File: config.mk
export PLATFORM = sky130hd
export DESIGN_NAME = signed_seq_divider
export DESIGN_NICKNAME = d
export VERILOG_FILES = /design/src/rtl/div_pkg.sv /design/src/rtl/prefix_subtractor.sv /design/src/rtl/signed_seq_divider.sv
export SDC_FILE = /design/constraint.sdc
export NUM_CORES = 1
export LEC_CHECK = 0
export ABC_AREA = 1
export CAP_MARGIN = 20
export CORE_MARGIN = 4
export CORE_UTILIZATION = 60
export CTS_CLUSTER_DIAMETER = 100
export DETAILED_ROUTE_END_ITERATION = 6
export GPL_TIMING_DRIVEN = 0
export PLACE_DENSITY = 0.85
export SYNTH_ARGS = -nofsm -noshare
export SYNTH_HDL_FRONTEND = slang
export SYNTH_SLANG_ARGS = --single-unit
export TNS_END_PERCENT = 50
File: constraint.sdc
create_clock -name clk -period 5.18 [get_ports clk]
set_input_delay 0.518 -clock clk [delete_from_list [all_inputs] [get_ports clk]]
set_output_delay 0.518 -clock clk [all_outputs]
set_load 0.02 [all_outputs]
File: src/rtl/div_pkg.sv
// Shared definitions for the signed sequential divider: FSM states, default
// width and the quotient value reported for a zero divisor.
package div_pkg;

    localparam int DIV_WIDTH = 8;

    // Every bit of the divide-by-zero quotient takes this value (all ones).
    localparam logic DBZ_QUOTIENT_BIT = 1'b1;
    localparam logic [DIV_WIDTH-1:0] DBZ_QUOTIENT = {DIV_WIDTH{DBZ_QUOTIENT_BIT}};

    typedef enum logic [1:0] {
        IDLE = 2'd0,
        CALC = 2'd1,
        FIX  = 2'd2,
        DONE = 2'd3
    } div_state_e;

endpackage

File: src/rtl/prefix_subtractor.sv
// Brent-Kung prefix adder computing a + ~b + 1; the carry-in of one is folded
// into the bit-0 generate term, and borrow is the inverted carry-out.
module prefix_subtractor #(
    parameter int N = 9
) (
    input  logic [N-1:0] a,
    input  logic [N-1:0] b,
    output logic [N-1:0] diff,
    output logic         borrow
);

    localparam int LEVELS = $clog2(N);

    // Group carries c[i] = carry out of bits 0..i (up-sweep then down-sweep).
    function automatic logic [N-1:0] prefix_carries(input logic [N-1:0] g_in,
                                                    input logic [N-1:0] p_in);
        logic [N-1:0] g;
        logic [N-1:0] p;
        int           j;
        g = g_in;
        p = p_in;
        for (int l = 0; l < LEVELS; l++) begin
            for (int i = 0; i < N; i++) begin
                j = (i >= (2 ** l)) ? (i - (2 ** l)) : 0;
                if (((i + 1) % (2 ** (l + 1))) == 0) begin
                    g[i] = g[i] | (p[i] & g[j]);
                    p[i] = p[i] & p[j];
                end
            end
        end
        for (int l = LEVELS - 2; l >= 0; l--) begin
            for (int i = 0; i < N; i++) begin
                j = (i >= (2 ** l)) ? (i - (2 ** l)) : 0;
                if ((i >= (2 ** (l + 1))) && (((i + 1) % (2 ** (l + 1))) == (2 ** l))) begin
                    g[i] = g[i] | (p[i] & g[j]);
                    p[i] = p[i] & p[j];
                end
            end
        end
        return g;
    endfunction

    logic [N-1:0] b_inv_s;
    logic [N-1:0] gen_s;
    logic [N-1:0] prop_s;
    logic [N-1:0] carry_s;

    assign b_inv_s = ~b;
    assign prop_s  = a ^ b_inv_s;
    assign gen_s   = {a[N-1:1] & b_inv_s[N-1:1], (a[0] & b_inv_s[0]) | prop_s[0]};
    assign carry_s = prefix_carries(gen_s, prop_s);
    assign diff    = prop_s ^ {carry_s[N-2:0], 1'b1};
    assign borrow  = ~carry_s[N-1];

endmodule

File: src/rtl/signed_seq_divider.sv
// Signed restoring divider: one quotient bit per cycle on operand magnitudes,
// followed by a sign fix-up and a valid/ready result handshake.
module signed_seq_divider
    import div_pkg::*;
#(
    parameter int WIDTH = DIV_WIDTH
) (
    input  logic             clk,
    input  logic             rst,
    input  logic             in_valid,
    output logic             in_ready,
    input  logic [WIDTH-1:0] dividend,
    input  logic [WIDTH-1:0] divisor,
    output logic             out_valid,
    input  logic             out_ready,
    output logic [WIDTH-1:0] quotient,
    output logic [WIDTH-1:0] remainder,
    output logic             div_by_zero,
    output logic             overflow
);

    localparam int CW = $clog2(WIDTH);
    localparam logic [WIDTH-1:0] MIN_NEG  = {1'b1, {(WIDTH-1){1'b0}}};
    localparam logic [WIDTH:0]   ZERO_EXT = {(WIDTH+1){1'b0}};

    div_state_e       state_r;
    div_state_e       state_nxt_s;
    logic [CW-1:0]    count_r;
    logic [WIDTH:0]   rem_r;
    logic [WIDTH:0]   divisor_mag_r;
    logic [WIDTH-1:0] dvd_r;
    logic [WIDTH-1:0] dividend_r;
    logic             dvd_neg_r;
    logic             q_neg_r;
    logic             dbz_r;
    logic             ovf_r;
    logic [WIDTH-1:0] quotient_r;
    logic [WIDTH-1:0] remainder_r;
    logic             out_valid_r;
    logic             dbz_out_r;
    logic             ovf_out_r;

    logic [WIDTH:0]   dividend_ext_s;
    logic [WIDTH:0]   divisor_ext_s;
    logic [WIDTH:0]   dividend_mag_s;
    logic [WIDTH:0]   divisor_mag_s;
    logic [WIDTH:0]   shifted_s;
    logic [WIDTH:0]   trial_diff_s;
    logic             trial_borrow_s;
    logic [WIDTH:0]   neg_q_s;
    logic [WIDTH:0]   neg_r_s;
    logic             neg_q_borrow_unused_s;
    logic             neg_r_borrow_unused_s;
    logic             unused_s;

    // Magnitudes are one bit wider so |-2^(WIDTH-1)| does not wrap.
    assign dividend_ext_s = {dividend[WIDTH-1], dividend};
    assign divisor_ext_s  = {divisor[WIDTH-1], divisor};
    assign dividend_mag_s = dividend[WIDTH-1] ? (ZERO_EXT - dividend_ext_s) : dividend_ext_s;
    assign divisor_mag_s  = divisor[WIDTH-1]  ? (ZERO_EXT - divisor_ext_s)  : divisor_ext_s;

    assign shifted_s = {rem_r[WIDTH-1:0], dvd_r[WIDTH-1]};

    prefix_subtractor #(.N(WIDTH + 1)) u_trial (
        .a      (shifted_s),
        .b      (divisor_mag_r),
        .diff   (trial_diff_s),
        .borrow (trial_borrow_s)
    );

    prefix_subtractor #(.N(WIDTH + 1)) u_neg_q (
        .a      (ZERO_EXT),
        .b      ({1'b0, dvd_r}),
        .diff   (neg_q_s),
        .borrow (neg_q_borrow_unused_s)
    );

    prefix_subtractor #(.N(WIDTH + 1)) u_neg_r (
        .a      (ZERO_EXT),
        .b      (rem_r),
        .diff   (neg_r_s),
        .borrow (neg_r_borrow_unused_s)
    );

    assign unused_s = ^{neg_q_borrow_unused_s, neg_r_borrow_unused_s, neg_q_s[WIDTH],
                        neg_r_s[WIDTH], dividend_mag_s[WIDTH]};

    // State register.
    always_ff @(posedge clk) begin
        if (rst) begin
            state_r <= IDLE;
        end else begin
            state_r <= state_nxt_s;
        end
    end

    // Next-state logic.
    always_comb begin
        state_nxt_s = state_r;
        case (state_r)
            IDLE: begin
                if (in_valid) begin
                    state_nxt_s = CALC;
                end else begin
                    state_nxt_s = IDLE;
                end
            end
            CALC: begin
                if (count_r == {CW{1'b0}}) begin
                    state_nxt_s = FIX;
                end else begin
                    state_nxt_s = CALC;
                end
            end
            FIX: begin
                state_nxt_s = DONE;
            end
            DONE: begin
                if (out_valid_r && out_ready) begin
                    state_nxt_s = IDLE;
                end else begin
                    state_nxt_s = DONE;
                end
            end
            default: begin
                state_nxt_s = IDLE;
            end
        endcase
    end

    // Operand capture, restoring iteration, sign fix-up and result handshake.
    always_ff @(posedge clk) begin
        if (rst) begin
            count_r       <= {CW{1'b0}};
            rem_r         <= ZERO_EXT;
            divisor_mag_r <= ZERO_EXT;
            dvd_r         <= {WIDTH{1'b0}};
            dividend_r    <= {WIDTH{1'b0}};
            dvd_neg_r     <= 1'b0;
            q_neg_r       <= 1'b0;
            dbz_r         <= 1'b0;
            ovf_r         <= 1'b0;
            quotient_r    <= {WIDTH{1'b0}};
            remainder_r   <= {WIDTH{1'b0}};
            out_valid_r   <= 1'b0;
            dbz_out_r     <= 1'b0;
            ovf_out_r     <= 1'b0;
        end else begin
            case (state_r)
                IDLE: begin
                    if (in_valid) begin
                        count_r       <= CW'(WIDTH - 1);
                        rem_r         <= ZERO_EXT;
                        divisor_mag_r <= divisor_mag_s;
                        dvd_r         <= dividend_mag_s[WIDTH-1:0];
                        dividend_r    <= dividend;
                        dvd_neg_r     <= dividend[WIDTH-1];
                        q_neg_r       <= dividend[WIDTH-1] ^ divisor[WIDTH-1];
                        dbz_r         <= (divisor == {WIDTH{1'b0}});
                        ovf_r         <= (dividend == MIN_NEG) && (divisor == {WIDTH{1'b1}});
                        dbz_out_r     <= 1'b0;
                        ovf_out_r     <= 1'b0;
                    end
                end
                CALC: begin
                    rem_r <= trial_borrow_s ? shifted_s : trial_diff_s;
                    dvd_r <= {dvd_r[WIDTH-2:0], ~trial_borrow_s};
                    if (count_r != {CW{1'b0}}) begin
                        count_r <= count_r - {{(CW-1){1'b0}}, 1'b1};
                    end
                end
                FIX: begin
                    if (dbz_r) begin
                        quotient_r  <= {WIDTH{DBZ_QUOTIENT_BIT}};
                        remainder_r <= dividend_r;
                        dbz_out_r   <= 1'b1;
                    end else if (ovf_r) begin
                        quotient_r  <= MIN_NEG;
                        remainder_r <= {WIDTH{1'b0}};
                        ovf_out_r   <= 1'b1;
                    end else begin
                        quotient_r  <= q_neg_r   ? neg_q_s[WIDTH-1:0] : dvd_r;
                        remainder_r <= dvd_neg_r ? neg_r_s[WIDTH-1:0] : rem_r[WIDTH-1:0];
                    end
                end
                DONE: begin
                    if (!out_valid_r) begin
                        out_valid_r <= 1'b1;
                    end else if (out_ready) begin
                        out_valid_r <= 1'b0;
                    end
                end
                default: begin
                    out_valid_r <= 1'b0;
                end
            endcase
        end
    end

    assign in_ready    = (state_r == IDLE) && !rst;
    assign out_valid   = out_valid_r;
    assign quotient    = quotient_r;
    assign remainder   = remainder_r;
    assign div_by_zero = dbz_out_r;
    assign overflow    = ovf_out_r;

endmodule

==> impl_metrics.tcl <==
set metrics [dict create \
    crit_path_buffers_inverters 4 \
    grt_max_degree 11 \
    synth-edff-count 0 \
    synthDominantAreaCellType "sky130_fd_sc_hd__dfxtp_1" \
    fin_tns_setup_ps 0 \
    critPathTopFamily "buffers and inverters" \
    synth_top_family_by_area "simple AND/OR/NAND/NOR gates" \
    setup.worst_path.end_class "output pin" \
    synth_ff_type "sky130_fd_sc_hd__dfxtp_1" \
    globalplace.congestion 0.942 \
    hp-class "register to register" \
    tritoncts "built" \
    post_synth.cell_area_avg_um2 7.36 \
    worst-slew-pin-transition_ps 659 \
    synth_compound_area_share_pct 17.3 \
    final_min_period_over_clock_period_pct 58.9 \
    antenna_found_initial 0 \
    root_buf_cell "sky130_fd_sc_hd__clkbuf_8" \
    cts.hold.buffers_added 0 \
    wire_per_inst_um 15.8 \
    synth.yosys.seq_area_share_pct 36.0 \
    yosys.cell_count.top_type "sky130_fd_sc_hd__nand2_1" \
    area_growth_pct 20.7 \
    globalRouteTotalUtil_pct 29.5 \
    design.final.nets 546 \
    cts.repair.resized 0 \
    floorplan.initialDensity_pct 63.7 \
    power-per-cell-area_mw_per_mm2 551 \
    hp-start "divisor_mag_r[8]" \
    routed_via_density 5.88 \
    dpl.hpwl_um 6430 \
    cts_sinks 60 \
    power.ir.vdd_worst_uv 409 \
    clock_tree.htree_level_count 3 \
    worst_setup_timing_slack_at_the_placement_stage_ps 2190 \
    crit_slowest_cell "sky130_fd_sc_hd__clkdlybuf4s50_1" \
    synth_top_cell_area_share_pct 36.0 \
    ys_top_cells_by_area "sky130_fd_sc_hd__dfxtp_1 36%, sky130_fd_sc_hd__nand2_1 11%, sky130_fd_sc_hd__ha_1 7.9%, sky130_fd_sc_hd__inv_1 7.8%, sky130_fd_sc_hd__nand3_1 5.6%" \
    critical_path.cell_chain "clkdlybuf4s50_1 > buf_2 > buf_1 > nor2_1 > clkdlybuf4s50_1" \
    timing.final.setup_violations 0 \
    final.hold.worst_slack_ps 451 \
    rows 26 \
    clock_path_buffers 2 \
    cts_inserted_buffers 9 \
    critical_path_peak_fanout 10 \
    postSynthNetCount 498 \
    worst_slack_ps 2130 \
    final_hold_viol_count 0 \
    io_buffers 37 \
    first_pass_iters 5 \
    launching_element_of_the_worst_setup_path "rst" \
    critPathArrivalTime_ps 2530 \
    status "finished, final reports clean" \
    die_outline_area_mm2 0.00682 \
    chip_height_um 82.6 \
    grt_first_pass_wirelength_um 15100 \
    standard_cell_core_area_mm2 0.00524 \
    route.final.wire_length_um 9090 \
    critical_path_rt_ps 4660 \
    synth-async-reset-ratio_pct 0 \
    antenna_cells 0 \
    post_cts.repair.setup_buffers 0 \
    total_i_o_pin_count 40 \
    detail-route-antenna-nets 0 \
    ratio_of_cells_with_drive_above_1_in_the_final_layout_pct 7.91 \
    synth.top_cells.by_count "95 x sky130_fd_sc_hd__nand2_1, 69 x sky130_fd_sc_hd__inv_1, 60 x sky130_fd_sc_hd__dfxtp_1, 37 x sky130_fd_sc_hd__nand3_1" \
    synth_mux_area_share_pct 0 \
    rr_startpoint "dvd_r[7]" \
    yosysWarnings 0 \
    synth_cells 453 \
    place_inst 560 \
    xor_and_xnor_area_share_after_synthesis_pct 2.63 \
    crit_path_frequent_cell "sky130_fd_sc_hd__clkdlybuf4s50_1" \
    overflow 0 \
    post_synth_and_or_nand_nor_area_fraction_pct 22.9 \
    netlist_area_mm2 0.00334 \
    first_global_vias 3170 \
    worstSkewPairLatency_ps 350 \
    max_freq_mhz 328 \
    final.fill_count 397 \
    overall_via_count_from_detail_route 3385 \
    timing.max_slew.rel_slack_pct 56.1 \
    synth_cell_types 39 \
    critical_path_class "primary input to output pin" \
    critical-path-max-stage-delay_ps 570 \
    fin_crit_ps 3050 \
    synth-adder-area-share_pct 10.3 \
    count_of_final_max_slew_check_failures 0 \
    worst_setup_path_start_kind "primary input" \
    final_cells 576 \
    drv_cap 0 \
    drc 0 \
    clock_pin_slew_of_the_registers_on_the_worst_case_setup_and_hold_paths_ps 70 \
    grt_setup_unrepaired "false" \
    synth_seq_cells 60 \
    die_span_x_um 82.6 \
    fin_skew_ps 7.69 \
    drtIter0Drc 389 \
    static-leakage-power_nw 1.75 \
]
==> cells in the final DEF (no fill, tap or decap), drive strengths merged <==
master	Yosys	layout
a211oi	1	1
a21oi	26	26
a221oi	3	3
a22oi	3	3
a31oi	16	16
buf	13	13
bufinv	0	3
clkbuf	2	13
clkdlybuf4s50	0	37
clkinv	1	3
dfxtp	60	60
fa	4	4
ha	21	21
inv	75	75
nand2	99	99
nand3	37	37
nand4	3	3
nor2	29	29
nor3	4	4
o2111ai	1	1
o211ai	11	11
o21ai	17	17
o21bai	1	1
o221ai	2	2
o22ai	10	10
o31ai	1	1
o32ai	2	2
or2	1	1
xnor2	4	4
xor2	6	6
==> worst min-delay path, delay by kind of cell, from the launching register on <==
family | cells | cell delay, ps
buffers and inverters | 1 | 70
flip-flops | 1 | 300
AND/OR/NAND/NOR | 1 | 40
==> worst paths after layout <==
kind              cells past startpoint               end  slack [ps]
hold reg to reg                       2  divisor_mag_r[8]         450
setup / recovery                      5          in_ready        2130
hold / removal                        2  divisor_mag_r[8]         450
setup reg to reg                     13          rem_r[6]        2870
==> metal layers <==
metal | part of all wire [%] | GRT usage [%]
met1 | 41 | 36.7
met3 | 9.8 | 7.27
met2 | 46 | 48.2
met5 | 0 | 0
met4 | 3.1 | 13.2
==> where the power goes <==
group	internal, mW	switching, mW
clock	0.318	0.190
sequential	0.548	0.0814
combinational	0.405	0.676
total	1.27	0.947
==> final cells by class <==
class / instances / area (µm²) / area share (%)
plain buffers: 15 / 77.6 / 1.93
multi-input cells: 302 / 1770 / 44.0
flip-flops and latches: 60 / 1200 / 29.8
repair buffers: 37 / 370 / 9.20
clock inverters: 5 / 100 / 2.49
inverters: 76 / 288 / 7.15
clock buffers: 11 / 131 / 3.26
well taps: 70 / 87.6 / 2.18
==> registers in the layout, indices dropped and copies added (netlist names) <==
register / count
dividend_r: 8
divisor_mag_r: 9
quotient: 8
ovf_r: 1
rem_r: 8
div_by_zero: 1
out_valid: 1
overflow: 1
q_neg_r: 1
state_r: 2
count_r: 3
remainder: 8
dvd_r: 8
dbz_r: 1
==> per-stage QoR <==
stage	total power, mW	instance area (µm²)	utilization, %
after floorplan	1.42	3340	-
after global placement	1.63	3790	72.4
after detailed placement	1.68	3790	72.4
after CTS	2.19	4030	76.9
after global routing	2.40	4030	76.9
final	2.22	4030	76.9
==> cell families (layout without fill, tap and decap cells) <==
group	Yosys count	in the layout
adders and majority gates	25	25
DFF	60	60
buffers and inverters	91	144
xor gates and xnor gates	10	10
and+or+nand+nor	173	173
AOI/OAI and AO/OA	94	94
Power figures use the tool's default switching activity.
